**src/rtl/div_job_controller.sv**
```systemverilog
// rtl/div_job_controller.sv - job sequencer in front of general_divider
module div_job_controller #(
   parameter int WIDTH_A   = 4,
   parameter int WIDTH_B   = 4,
   parameter int TMO_SLACK = 2
) (
   input  logic               clk,
   input  logic               reset,
   input  logic               in_valid,
   output logic               in_ready,
   input  logic [WIDTH_A-1:0] in_a,
   input  logic [WIDTH_B-1:0] in_b,
   output logic               out_valid,
   input  logic               out_ready,
   output logic [WIDTH_A-1:0] out_q,
   output logic [WIDTH_B-1:0] out_r,
   output logic               out_dbz,
   output logic               out_timeout,
   output logic               busy,
   output logic               div_reset,
   output logic [WIDTH_A-1:0] div_a,
   output logic [WIDTH_B-1:0] div_b,
   input  logic [WIDTH_A-1:0] div_q,
   input  logic [WIDTH_B-1:0] div_r,
   input  logic               div_done
);

   localparam int TMO  = WIDTH_A + TMO_SLACK;
   localparam int WD_W = $clog2(TMO + 1);
   localparam logic [WD_W-1:0] WD_LAST = WD_W'(TMO - 1);

   typedef enum logic [1:0] {IDLE, LOAD, RUN, OUT} state_t;

   state_t          state;
   logic [WD_W-1:0] wd;

   assign in_ready  = (state == IDLE);
   assign busy      = (state != IDLE);
   assign out_valid = (state == OUT);
   // The divider is also held in reset whenever the controller is.
   assign div_reset = reset | (state == LOAD);

   always_ff @(posedge clk) begin
      if (reset) begin
         state       <= IDLE;
         wd          <= '0;
         out_q       <= '0;
         out_r       <= '0;
         out_dbz     <= 1'b0;
         out_timeout <= 1'b0;
         div_a       <= '0;
         div_b       <= '0;
      end else begin
         case (state)
            IDLE: begin
               if (in_valid) begin
                  if (in_b != '0) begin
                     div_a <= in_a;
                     div_b <= in_b;
                     state <= LOAD;
                  end else begin
                     out_q       <= '1;
                     out_r       <= '0;
                     out_dbz     <= 1'b1;
                     out_timeout <= 1'b0;
                     state       <= OUT;
                  end
               end
            end
            LOAD: begin
               wd    <= '0;
               state <= RUN;
            end
            // div_done is only trusted here; in LOAD it may still be left over from the last job.
            RUN: begin
               if (div_done) begin
                  out_q       <= div_q;
                  out_r       <= div_r;
                  out_dbz     <= 1'b0;
                  out_timeout <= 1'b0;
                  state       <= OUT;
               end else if (wd == WD_LAST) begin
                  out_q       <= '0;
                  out_r       <= '0;
                  out_dbz     <= 1'b0;
                  out_timeout <= 1'b1;
                  state       <= OUT;
               end else begin
                  wd <= wd + 1'b1;
               end
            end
            OUT: begin
               if (out_ready) state <= IDLE;
            end
            default: state <= IDLE;
         endcase
      end
   end

endmodule

```
**config.mk**
```make
export PLATFORM = sky130hd
export DESIGN_NAME = div_job_controller
export DESIGN_NICKNAME = d
export VERILOG_FILES = /design/src/rtl/div_job_controller.sv
export SDC_FILE = /design/constraint.sdc
export NUM_CORES = 1
export LEC_CHECK = 0
export BUFFER_PORTS_ARGS = -buffer_cell sky130_fd_sc_hd__clkbuf_2
export CAP_MARGIN = 0
export CELL_PAD_IN_SITES_DETAIL_PLACEMENT = 0
export CELL_PAD_IN_SITES_GLOBAL_PLACEMENT = 1
export CORE_ASPECT_RATIO = 1.25
export CORE_MARGIN = 10
export CORE_UTILIZATION = 30
export CTS_CLUSTER_DIAMETER = 100
export DETAILED_ROUTE_END_ITERATION = 12
export GPL_ROUTABILITY_DRIVEN = 0
export PLACE_DENSITY = 0.72
export SYNTH_ARGS = -nofsm -noshare
export SYNTH_HDL_FRONTEND = slang
export SYNTH_SLANG_ARGS = --single-unit
```
**constraint.sdc**
```tcl
create_clock -name clk -period 2.4 [get_ports clk]
set_clock_uncertainty 0.05 [all_clocks]
set_input_delay 0.36 -clock clk [delete_from_list [all_inputs] [get_ports clk]]
set_output_delay 0.36 -clock clk [all_outputs]
set_load 0.005 [all_outputs]
```
Word level (Yosys, flattened, before mapping)
Cells that the tools add are included.

storage, ports and cells
  register bits after elaboration = 23
  output and inout port bits = 22

operators by class
  $add $sub $neg = 1
  equality and inequality tests = 10
  mux-type cells = 28
  bitwise logic cells = 1
  reductions and logical operators = 9

operators by type and width
  cell                                                             count
  4-bit 2-to-1 mux                                                 7
  4-bit case mux with 2 select lines                               2
  2-bit 2-to-1 mux                                                 5
  3-bit AND reduction                                              3
  1-bit 2-to-1 mux                                                 8
  2-bit != test, second input constant                             4
  2-bit case mux with 4 select lines                               1
  3-bit 2-to-1 mux                                                 2
  3-bit case mux with 2 select lines                               1
  2-bit nonzero test                                               3
  2-bit == test, second input constant                             2
  1-bit case mux with 2 select lines                               2
  4-bit AND reduction                                              1
  4-bit nonzero test                                               1
  3-bit by 1-bit adder with 3-bit output, second input constant    1
  3-bit == test, second input constant                             1
  3-bit != test, second input constant                             1
  2-bit by 1-bit == test with 1-bit output, second input constant  1
  2-bit zero test                                                  1
  2-bit by 1-bit != test with 1-bit output, second input constant  1
  1-bit OR                                                         1

Longest topological paths before layout
  depth after elaboration = 4
  gate-level depth with buffers = 8
  mapped depth without buffers = 6

Least setup slack after synthesis
No wires, ideal clock.

  path type = reg-to-reg
  start point = register state[0]
  end point = register out_timeout
  library setup time = 0.128 ns
  arrival time = 1.700 ns
  data required time = 2.222 ns
  slack = 0.523 ns
  stages on the path, launching flop included = 8
  period minus slack after synthesis = 1.877 ns
  cell sequence = dfxtp_1 > inv_1 > ha_1 > clkbuf_1 > mux2i_1 > a221oi_4 > mux2i_1 > nor2_1

on the way
  cells in the longest elaborated chain, start to end = 3
  elaborated cells on any way between the ends = 8
  classes of those cells = eq/ne (4); mux (1); reduce/logical (3)

RTL lines
  element                                                        line  source
  start, declared                                                34    state_t state;
  start signal, assigned                                         45    state <= IDLE;
  start signal, assigned                                         60    state <= LOAD;
  start signal, assigned                                         66    state <= OUT;
  2-bit zero test (*)                                            -
  net in_ready                                                   10    output logic in_ready,
  2-bit != test (no line) or 2-bit nonzero test (tied branches)  -
  4-bit AND reduction (no line)                                  -
  end signal, assigned                                           50    out_timeout <= 1'b0;
  end signal, assigned                                           65    out_timeout <= 1'b0;
  end signal, assigned                                           80    out_timeout <= 1'b0;
  end, declared                                                  18    output logic out_timeout,

The timed path passes the listed nets; every way through them passes the cells marked *.
A chain may end at the register's enable or synchronous reset.

Final worst setup path
  start point = register state[0]
  end point = register out_q[2]

on the way
  cells in the longest elaborated chain, start to end = 3
  elaborated cells on any way between the ends = 8
  classes of those cells = eq/ne (4); mux (1); reduce/logical (3)

RTL lines
  element                                                line  source
  2-bit == test or 2-bit zero test (tied branches)       54    case (state)
  3-bit != test (no line), or another cell as far along  -
  4-bit AND reduction (no line)                          -
  end signal, assigned                                   77    out_q <= div_q;
  end, declared                                          15    output logic [WIDTH_A-1:0] out_q,

Several ways; a longest one is shown, not always the timed one.

==> impl_metrics.tcl <==
set metrics [dict create \
    status "finished, final reports clean" \
    io_buffers 42 \
    grt_max_degree 25 \
    syn2layout_area_growth_pct 27.4 \
    yosys_warnings 0 \
    ctsRootBufferMaster "clkbuf_8" \
    ctsHoldBuffers 0 \
    nets 187 \
    crit_type "reg -> reg" \
    post_cts_buffers 0 \
    hold_ws_ns 0.269 \
    avgSynthCellArea_um2 9.00 \
    muxShareOfSynthArea_pct 7.72 \
    avgViaCountPerCell 4.85 \
    peakVddDrop_mv 0.328 \
    end_kind "flop" \
    combPwrFrac_pct 33.4 \
    drive_gt1_share_pct 32.7 \
    synth_edf_count 0 \
    timing.rr.start "state[0]" \
    p_sw_share_pct 33.2 \
    ys_seq_area_share_pct 43.7 \
    clkTransAtPathRegs_ns 0.08 \
    cts_resized 0 \
    p_sw_uw 351 \
    crit_start "state[0]" \
    grt_use_total_pct 9.07 \
    die_w_um 73.0 \
    rsz0062_at_grt "no" \
    tns_ns 0 \
    synthSimpleGateAreaFrac_pct 21.6 \
    synth.largest_area_cell "dfxtp_1" \
    hold_path.class "in -> reg" \
    worstPathBufferInverterCount 2 \
    synth_common_cells "dfxtp_1 (23), nor2_1 (14), nand2_1 (13)" \
    synth_flop_cell "dfxtp_1" \
    crit_family "simple AND/OR/NAND/NOR gates" \
    die-area_um2 6300 \
    syn-num-nets 144 \
    worst_pin_slew_ns 0.492 \
    h-tree-depth 1 \
    p_int_uw 706 \
    dp_hpwl_um 2230 \
    diodes 0 \
    dr.first_iter.drc_count 27 \
    synth_area_leaders "dfxtp_1 (44%), ha_1 (7.1%), mux2i_1 (6.7%), nor2_1 (5.0%), nand3_1 (4.8%)" \
    p_leak_uw 0.000634 \
    path_cells "inv_1 -> ha_1 -> nor2b_1 -> a221oi_4 -> buf_4 -> a311oi_1" \
    vias 960 \
    ys_types 24 \
    arrival_ns 2.12 \
    synth_xor_area_share_pct 0.831 \
    synth-compound-area-share_pct 13.9 \
    ios 43 \
    fp.dieH_um 86.3 \
    syn_inst 117 \
    min-delay-start "div_r[2]" \
    cts_tree "yes" \
    ys_ff_latch 23 \
    cp_max_fo 19 \
    fill_cells 388 \
    drc 0 \
    maxSlewHeadroom_pct 67.1 \
    grt_pass1_wl_um 4620 \
    antenna_found_initial 0 \
    synth_top_family_by_area "simple AND/OR/NAND/NOR gates" \
    clockBufferDepth 2 \
    pwr-share-seq_pct 43.9 \
    grt_pass1_vias 1033 \
    initial_core_util_pct 30.8 \
    cp_slowest_cell "nor2b_1" \
    cts_sinks 23 \
    core_area_um2 3420 \
    hold_viol 0 \
    overflow 0 \
    cts_inserted_buffers 3 \
    syn_area_um2 1050 \
    start_kind "flop" \
    multiInputGateArea_um2 539 \
    setup_viol 0 \
    ant_nets 0 \
    wirelength_um 2770 \
    slew_viol_final 0 \
    yosysMostFrequentCell "dfxtp_1" \
    p_clk_share_pct 22.7 \
    seqCellArea_um2 460 \
    synth_top_cell_area_share_pct 43.7 \
    dr.pass1.iters 5 \
    maxCapViolations 0 \
    synthAdderAreaFrac_pct 7.13 \
    critPathRequiredTime_ns 2.52 \
    wl_per_cell_um 14.0 \
    period_needed_ns 1.99 \
    p_per_area_nw_per_um2 788 \
    core.rowCount 24 \
    cp_slowest_stage_delay_ns 0.47 \
    fmax_mhz 502 \
    fin_crit_sh_pct 83.0 \
    synthArstFlopShare_pct 0 \
    clock_latency_ns 0.26 \
]
==> stage by stage <==
stage	cells	power, uW	worst slack, ns	area [um2]	util, %
CTS	198	1080	0.427	1340	39.2
global route	198	1140	0.212	1340	39.2
finish	198	1060	0.407	1340	39.2
global placement	194	822	0.487	1300	37.9
floorplan	117	706	0.523	1050	-
detailed placement	194	831	0.448	1300	37.9
==> placed cells by master, fill, tap and decap left out <==
cell	count
a222oi_1	1
a211oi_1	2
dfxtp_1	23
or2_2	1
nand2_1	13
inv_1	6
a311oi_1	4
clkinv_2	1
nor2b_1	3
ha_1	6
nor2_1	14
a21oi_1	5
buf_4	2
o21ai_0	5
clkbuf_2	42
and3b_1	1
nand3_1	10
mux2_2	1
or4_4	1
nand2b_1	5
xnor2_1	1
a221oi_4	1
clkbuf_8	3
a221o_1	1
mux2i_1	7
==> logic make-up (layout without fill, tap and decap cells) <==
group,after synthesis,after routing
XOR/XNOR,1,1
multiplexers,8,8
flip-flops,23,23
AND/OR/NAND/NOR,48,48
buffers and inverters,12,54
adder cells (fa/ha/maj),6,6
AO/OA/AOI/OAI,19,19
==> layer usage <==
layer	up-vias	GRT usage [%]	routed length [um]
met2	29	16.4	1470
met4	0	4.15	36
met3	4	3.32	183
li1	486	-	-
met1	441	8.75	1090
met5	-	0	0
==> flip-flops by register name (all words and copies together) (netlist names) <==
| signal | flops |
|---|---|
| div_a | 4 |
| div_b | 4 |
| out_q | 4 |
| out_r | 4 |
| wd | 3 |
| state | 2 |
| out_dbz | 1 |
| out_timeout | 1 |
==> worst reg2reg max path, cell delays in order (launching register included) <==
cell	delay (ns)
dfxtp_1	0.34
inv_1	0.09
ha_1	0.33
nor2b_1	0.48
a221oi_4	0.13
buf_4	0.22
a311oi_1	0.27
==> power by group through the flow <==
stage / clock network, uW / registers (uW) / logic, uW
floorplan: 0 / 473 / 233
global placement: 0 / 472 / 350
detailed placement: 0 / 473 / 357
CTS: 257 / 466 / 359
global route: 271 / 474 / 398
finish: 240 / 464 / 353
==> path summary, 6_finish.rpt <==
| check | depth (start not counted) | slack, ns | to |
|---|---|---|---|
| hold / removal | 3 | 0.27 | out_r[2] |
| setup / recovery | 6 | 0.41 | out_q[2] |
| hold reg to reg | 2 | 0.41 | div_b[2] |
| setup reg to reg | 6 | 0.41 | out_q[2] |
==> layout make-up <==
class                           count  share of cell area [%]
Tap cell                           39                    3.63
Clock buffer                        3                    3.08
Inverter                            6                    1.68
Sequential cell                    23                    34.3
Timing Repair Buffer               44                    16.8
Multi-Input combinational cell     82                    40.2
Clock inverter                      1                   0.373
Note: power is estimated with default switching activity, not from simulation.
